## config.mk

```make
export PLATFORM = sky130hd
export DESIGN_NAME = pipeline_hazard_controller_flat
export DESIGN_NICKNAME = d
export VERILOG_FILES = /design/src/rtl/pipeline_hazard_controller_if.sv /design/src/rtl/pipeline_hazard_controller.sv /design/src/flat_wrapper.sv
export SDC_FILE = /design/constraint.sdc
export NUM_CORES = 1
export LEC_CHECK = 0
export ABC_AREA = 1
export BUFFER_PORTS_ARGS = -buffer_cell sky130_fd_sc_hd__buf_2
export CORE_MARGIN = 3
export CORE_UTILIZATION = 30
export DETAILED_ROUTE_END_ITERATION = 8
export MAX_ROUTING_LAYER = met4
export PLACE_DENSITY = 0.66
export SLEW_MARGIN = 20
export SYNTH_ARGS = -nofsm -noshare
export SYNTH_HDL_FRONTEND = slang
export SYNTH_SLANG_ARGS = --single-unit
```

## constraint.sdc

```tcl
create_clock -name clk -period 1.3 [get_ports clk]
set_input_delay 0.13 -clock clk [delete_from_list [all_inputs] [get_ports clk]]
set_output_delay 0.13 -clock clk [all_outputs]
set_load 0.01 [all_outputs]
```

## src/rtl/pipeline_hazard_controller_if.sv

```systemverilog
// Hazard-controller bundle: pipeline-side status in, stall/flush/forward controls out.
// With HAZARD_PERF_COUNT_EN defined, also carries the three 32-bit performance counters.
interface pipeline_hazard_controller_if;
  logic [4:0] Rs1D, Rs2D, Rs1E, Rs2E, RDE, RDM, RDW;
  logic       RegWriteM, RegWriteW;
  logic [1:0] ResultSrcE;
  logic       PCSrcE, MemReqM, MemReadyM;
  logic       StallF, StallD, StallE, StallM;
  logic       FlushD, FlushE, FlushW;
  logic [1:0] ForwardAE, ForwardBE;
  logic       MemErr;
`ifdef HAZARD_PERF_COUNT_EN
  logic [31:0] LwStallCnt, FlushCnt, MemWaitCnt;
`endif

  modport master (
    output Rs1D, Rs2D, Rs1E, Rs2E, RDE, RDM, RDW, RegWriteM, RegWriteW,
           ResultSrcE, PCSrcE, MemReqM, MemReadyM,
    input  StallF, StallD, StallE, StallM, FlushD, FlushE, FlushW,
           ForwardAE, ForwardBE, MemErr
`ifdef HAZARD_PERF_COUNT_EN
    , input LwStallCnt, FlushCnt, MemWaitCnt
`endif
  );

  modport slave (
    input  Rs1D, Rs2D, Rs1E, Rs2E, RDE, RDM, RDW, RegWriteM, RegWriteW,
           ResultSrcE, PCSrcE, MemReqM, MemReadyM,
    output StallF, StallD, StallE, StallM, FlushD, FlushE, FlushW,
           ForwardAE, ForwardBE, MemErr
`ifdef HAZARD_PERF_COUNT_EN
    , output LwStallCnt, FlushCnt, MemWaitCnt
`endif
  );
endinterface

```

## src/rtl/pipeline_hazard_controller.sv

```systemverilog
// 5-stage pipeline hazard controller: forwarding, load-use/branch hazards, memory-wait freeze.
// Optional macro HAZARD_PERF_COUNT_EN adds LwStallCnt/FlushCnt/MemWaitCnt counters.
//
// state    | meaning
// RUN      | pipeline flowing; a not-ready memory access freezes it immediately
// MEM_WAIT | pipeline frozen until memory ready or wait_cnt reaches MEM_TIMEOUT
module pipeline_hazard_controller #(
  parameter int unsigned MEM_TIMEOUT = 16,
  parameter int unsigned CNT_W       = 8
) (
  input logic                          clk,
  input logic                          rst,
  pipeline_hazard_controller_if.slave  hz
);

  typedef enum logic {RUN, MEM_WAIT} state_t;

  state_t             state, state_nxt;
  logic [CNT_W-1:0]   wait_cnt, cnt_nxt;
  logic               err_set;
  logic               mem_err;
  logic               lw_stall, mem_stall;
  logic               lw_win, flush_win;

  always_ff @(posedge clk or posedge rst) begin
    if (rst) begin
      state    <= RUN;
      wait_cnt <= '0;
      mem_err  <= 1'b0;
    end else begin
      state    <= state_nxt;
      wait_cnt <= cnt_nxt;
      if (err_set) mem_err <= 1'b1;
    end
  end

  always_comb begin
    state_nxt = state;
    cnt_nxt   = wait_cnt;
    err_set   = 1'b0;
    case (state)
      RUN: begin
        if (hz.MemReqM && !hz.MemReadyM) begin
          state_nxt = MEM_WAIT;
          cnt_nxt   = CNT_W'(1);
        end
      end
      MEM_WAIT: begin
        if (hz.MemReadyM) begin
          state_nxt = RUN;
          cnt_nxt   = '0;
        end else if (wait_cnt == CNT_W'(MEM_TIMEOUT)) begin
          // access is abandoned; pipeline resumes with the error flagged
          err_set   = 1'b1;
          state_nxt = RUN;
          cnt_nxt   = '0;
        end else if (wait_cnt != '1) begin
          cnt_nxt   = wait_cnt + CNT_W'(1);
        end
      end
      default: begin
        state_nxt = RUN;
        cnt_nxt   = '0;
      end
    endcase
  end

  assign lw_stall  = (hz.ResultSrcE == 2'b01) && (hz.RDE != 5'd0) &&
                     ((hz.RDE == hz.Rs1D) || (hz.RDE == hz.Rs2D));
  assign mem_stall = ((state == RUN) && hz.MemReqM && !hz.MemReadyM) || (state == MEM_WAIT);
  assign flush_win = !mem_stall && hz.PCSrcE;
  assign lw_win    = !mem_stall && !hz.PCSrcE && lw_stall;

  always_comb begin
    hz.StallF    = 1'b0;
    hz.StallD    = 1'b0;
    hz.StallE    = 1'b0;
    hz.StallM    = 1'b0;
    hz.FlushD    = 1'b0;
    hz.FlushE    = 1'b0;
    hz.FlushW    = 1'b0;
    hz.ForwardAE = 2'b00;
    hz.ForwardBE = 2'b00;
    if (!rst) begin
      if (hz.RegWriteM && hz.RDM != 5'd0 && hz.RDM == hz.Rs1E)      hz.ForwardAE = 2'b10;
      else if (hz.RegWriteW && hz.RDW != 5'd0 && hz.RDW == hz.Rs1E) hz.ForwardAE = 2'b01;
      if (hz.RegWriteM && hz.RDM != 5'd0 && hz.RDM == hz.Rs2E)      hz.ForwardBE = 2'b10;
      else if (hz.RegWriteW && hz.RDW != 5'd0 && hz.RDW == hz.Rs2E) hz.ForwardBE = 2'b01;

      if (mem_stall) begin
        hz.StallF = 1'b1;
        hz.StallD = 1'b1;
        hz.StallE = 1'b1;
        hz.StallM = 1'b1;
        hz.FlushW = 1'b1;
      end else if (flush_win) begin
        hz.FlushD = 1'b1;
        hz.FlushE = 1'b1;
      end else if (lw_win) begin
        hz.StallF = 1'b1;
        hz.StallD = 1'b1;
        hz.FlushE = 1'b1;
      end
    end
  end

  assign hz.MemErr = mem_err;

`ifdef HAZARD_PERF_COUNT_EN
  logic [31:0] lw_cnt, flush_cnt, memwait_cnt;

  always_ff @(posedge clk or posedge rst) begin
    if (rst) begin
      lw_cnt      <= '0;
      flush_cnt   <= '0;
      memwait_cnt <= '0;
    end else begin
      if (lw_win)    lw_cnt      <= lw_cnt + 32'd1;
      if (flush_win) flush_cnt   <= flush_cnt + 32'd1;
      if (mem_stall) memwait_cnt <= memwait_cnt + 32'd1;
    end
  end

  assign hz.LwStallCnt = lw_cnt;
  assign hz.FlushCnt   = flush_cnt;
  assign hz.MemWaitCnt = memwait_cnt;
`endif

endmodule
```

## src/flat_wrapper.sv

```systemverilog
// flat-port wrapper written by rule: the top's interface ports become plain ports
module pipeline_hazard_controller_flat 
#(
  parameter int unsigned MEM_TIMEOUT = 16,
  parameter int unsigned CNT_W       = 8
)
  (clk, rst, hz_Rs1D, hz_Rs2D, hz_Rs1E, hz_Rs2E, hz_RDE, hz_RDM, hz_RDW, hz_RegWriteM, hz_RegWriteW, hz_ResultSrcE, hz_PCSrcE, hz_MemReqM, hz_MemReadyM, hz_StallF, hz_StallD, hz_StallE, hz_StallM, hz_FlushD, hz_FlushE, hz_FlushW, hz_ForwardAE, hz_ForwardBE, hz_MemErr);
  pipeline_hazard_controller_if hz_i ();
  input logic clk;
  input logic rst;
  input wire logic [$bits(hz_i.Rs1D)-1:0] hz_Rs1D;
  input wire logic [$bits(hz_i.Rs2D)-1:0] hz_Rs2D;
  input wire logic [$bits(hz_i.Rs1E)-1:0] hz_Rs1E;
  input wire logic [$bits(hz_i.Rs2E)-1:0] hz_Rs2E;
  input wire logic [$bits(hz_i.RDE)-1:0] hz_RDE;
  input wire logic [$bits(hz_i.RDM)-1:0] hz_RDM;
  input wire logic [$bits(hz_i.RDW)-1:0] hz_RDW;
  input wire logic [$bits(hz_i.RegWriteM)-1:0] hz_RegWriteM;
  input wire logic [$bits(hz_i.RegWriteW)-1:0] hz_RegWriteW;
  input wire logic [$bits(hz_i.ResultSrcE)-1:0] hz_ResultSrcE;
  input wire logic [$bits(hz_i.PCSrcE)-1:0] hz_PCSrcE;
  input wire logic [$bits(hz_i.MemReqM)-1:0] hz_MemReqM;
  input wire logic [$bits(hz_i.MemReadyM)-1:0] hz_MemReadyM;
  output wire logic [$bits(hz_i.StallF)-1:0] hz_StallF;
  output wire logic [$bits(hz_i.StallD)-1:0] hz_StallD;
  output wire logic [$bits(hz_i.StallE)-1:0] hz_StallE;
  output wire logic [$bits(hz_i.StallM)-1:0] hz_StallM;
  output wire logic [$bits(hz_i.FlushD)-1:0] hz_FlushD;
  output wire logic [$bits(hz_i.FlushE)-1:0] hz_FlushE;
  output wire logic [$bits(hz_i.FlushW)-1:0] hz_FlushW;
  output wire logic [$bits(hz_i.ForwardAE)-1:0] hz_ForwardAE;
  output wire logic [$bits(hz_i.ForwardBE)-1:0] hz_ForwardBE;
  output wire logic [$bits(hz_i.MemErr)-1:0] hz_MemErr;
  assign hz_i.Rs1D = hz_Rs1D;
  assign hz_i.Rs2D = hz_Rs2D;
  assign hz_i.Rs1E = hz_Rs1E;
  assign hz_i.Rs2E = hz_Rs2E;
  assign hz_i.RDE = hz_RDE;
  assign hz_i.RDM = hz_RDM;
  assign hz_i.RDW = hz_RDW;
  assign hz_i.RegWriteM = hz_RegWriteM;
  assign hz_i.RegWriteW = hz_RegWriteW;
  assign hz_i.ResultSrcE = hz_ResultSrcE;
  assign hz_i.PCSrcE = hz_PCSrcE;
  assign hz_i.MemReqM = hz_MemReqM;
  assign hz_i.MemReadyM = hz_MemReadyM;
  assign hz_StallF = hz_i.StallF;
  assign hz_StallD = hz_i.StallD;
  assign hz_StallE = hz_i.StallE;
  assign hz_StallM = hz_i.StallM;
  assign hz_FlushD = hz_i.FlushD;
  assign hz_FlushE = hz_i.FlushE;
  assign hz_FlushW = hz_i.FlushW;
  assign hz_ForwardAE = hz_i.ForwardAE;
  assign hz_ForwardBE = hz_i.ForwardBE;
  assign hz_MemErr = hz_i.MemErr;
  pipeline_hazard_controller #(.MEM_TIMEOUT(MEM_TIMEOUT), .CNT_W(CNT_W)) u_core (.clk(clk), .rst(rst), .hz(hz_i));
endmodule
```

==> metrics.cfg <==
[route]
drc=0
drt-total-wl_um=3360
vias_per_cell=4.43
vias=1448
routedWlPerCell_um=10.3
postRouteAntennaNets=0
first_iter_violations=58
drt_first_pass_iters=4

[status]
violations=negative setup slack
status=finished with violations

[sta]
setup_viol=12
fin_setup_tns_ps=-910
finalCritPeriodShare=1.08
hold_viol=0
worst_clock_skew_ps=1.85
rsz0062_at_grt=yes
hold_slack_ps=53.3
tightest_slew_ps=239
fmax_ghz=0.713
fin_ws_ps=-103
fin_crit_ps=1400
drv_slew=0
slew_headroom=0.840

[floorplanning]
placeableCoreArea_sq_mm=0.00380
die_w_um=70.0
dieHeight_um=70.0
die_area_sq_mm=0.00490
initial_core_util=0.324
row_count=22
num_io_pins=56

[yosys]
netlist.area_leader.share=0.208
synth.largest_area_cell=nand2_1
yosysWarnings=0
ys_seq_elements=10
synth.area.top_cells=nand2_1, dfrtp_1, xnor2_1
async_flop_share=1.00
syn-instance-count=205
ys_seq_area_frac=0.203
synth.net_count=251
netlist_area_sq_mm=0.00123
synth-edff-count=0
synth_area_per_cell_sq_um=6.00
ys_top_cells_by_count=nand2_1, nor2_1, inv_1, xnor2_1, nand3_1
synth_flop_cell=dfrtp_1
yosysMostFrequentCell=nand2_1
ys_types=23

[finish]
finalNonFillerCells=327
design_area_sq_mm=0.00178
final_nets=327
num_antenna_cells=0
area_growth_pct=44.7
layout-drive-gt1-share=0.348

[setup_path]
startpoint_type=register
crit_type=reg -> out
cp_data_required_time_ps=1170
startpoint=u_core.state
reg2reg_from=u_core.wait_cnt[0]
arrival_ps=1270
end_kind=primary output
crit_path_max_fanout=3

[clock_network]
clock_sinks=10
tritoncts=yes
clock-root-buffer=clkbuf_8
clk_pin_slew_ps=50
clk_latency_ps=230
htree_levels=1
clock_path_buffers=2
numCtsBuffers=3

[pwr]
p_per_area_mw_per_mm2=626
p_leak_uw=0.00101
peakVddDrop_v=0.000360

[placed_design]
dpl.cell_count=319
dpl.hpwl_um=2790
gp_congestion=0.864
placed_area_sq_mm=0.00165
portBuffers=55

[grt]
grt_start_max_net_pins=11
grt_overflow=0
grt_pass1_wl_um=5550
grt_pass1_vias=1279
antenna_found_initial=0
grtUsageTotal=0.140

[hold_path]
hp-class=in -> async

[run]
cap_violations=0

==> kinds of logic (layout without fill, tap and decap cells) <==
| logic type | after synthesis | in the layout | share of synthesized area |
|---|---|---|---|
| adders and majority gates | 2 | 2 | 0.0203 |
| buffers and inverters | 35 | 109 | 0.117 |
| xor gates and xnor gates | 23 | 23 | 0.164 |
| AOI/OAI and AO/OA | 9 | 9 | 0.0529 |
| DFF | 10 | 10 | 0.203 |
| and+or+nand+nor | 126 | 126 | 0.443 |
==> critical path, cell delays in order (launching register included) <==
cell,delay (ps)
dfrtp_1,400
a21oi_4,160
nand4_1,100
nor2_1,90
nand2_1,80
nand2_1,80
buf_2,130
==> area by class of cell <==
class	count	area [sq um]
repair buffers	75	425
well taps	48	60.1
fillers	415	2020
multi-input cells	160	886
inverters	31	116
flip-flops and latches	10	250
clock buffers	3	41.3
==> path summary, 6_finish.rpt <==
kind | end | slack [ps] | depth (start not counted)
max in group asynchronous | u_core.wait_cnt[4] | 1100 | 3
setup / recovery | hz_StallF | -100 | 6
min in group clk | u_core.state | 140 | 2
setup reg to reg | u_core.wait_cnt[0] | -80 | 7
hold / removal | u_core.state | 50 | 3
hold reg to reg | u_core.hz.MemErr | 480 | 1
==> cell usage in the layout (no fill, tap or decap), types with 10 or more instances in the layout <==
master   instances
nand2_1         67
nor2_1          28
xnor2_1         20
buf_4           20
inv_1           29
nand3_1         14
buf_2           55
dfrtp_1         10
==> routing by layer <==
metal	vias to the layer above	wire (um)	global-route usage	part of all wire
li1	770	-	-	-
met1	640	1530	0.187	0.46
met2	38	1630	0.222	0.48
met3	0	198	0.0245	0.059
met4	0	0	0.0255	0
met5	-	0	-	0
==> per-stage QoR <==
step,setup slack (ps),util,power [uW]
6_report,-103,0.468,1110
5_1_grt,-218,0.468,1200
4_1_cts,-126,0.462,1110
3_5_place_dp,-141,0.434,764
3_3_place_gp,-72.4,0.434,759
2_1_floorplan,48.6,-,581
==> power breakdown <==
| group | leakage (uW) | internal, uW | total, uW | switching, uW |
|---|---|---|---|---|
| registers | 0.000135 | 328 | 345 | 17.5 |
| logic | 0.000857 | 217 | 447 | 229 |
| clock network | 0.0000216 | 203 | 321 | 118 |
| total | 0.00101 | 748 | 1110 | 365 |
==> state kept, by name, summed over array words and instances (netlist names) <==
register	flops
u_core.wait_cnt	8
u_core.hz.MemErr	1
u_core.state	1
==> repair_timing <==
| action | 4_1_cts | 5_1_grt |
|---|---|---|
| buffers inserted | 6 | 0 |
| hold buffers | 0 | 0 |
| setup endpoints to repair | 16 | 17 |
| pin swaps | 12 | 8 |
| resized for setup | 9 | 4 |
No activity file was read; power rests on OpenSTA's default activity.
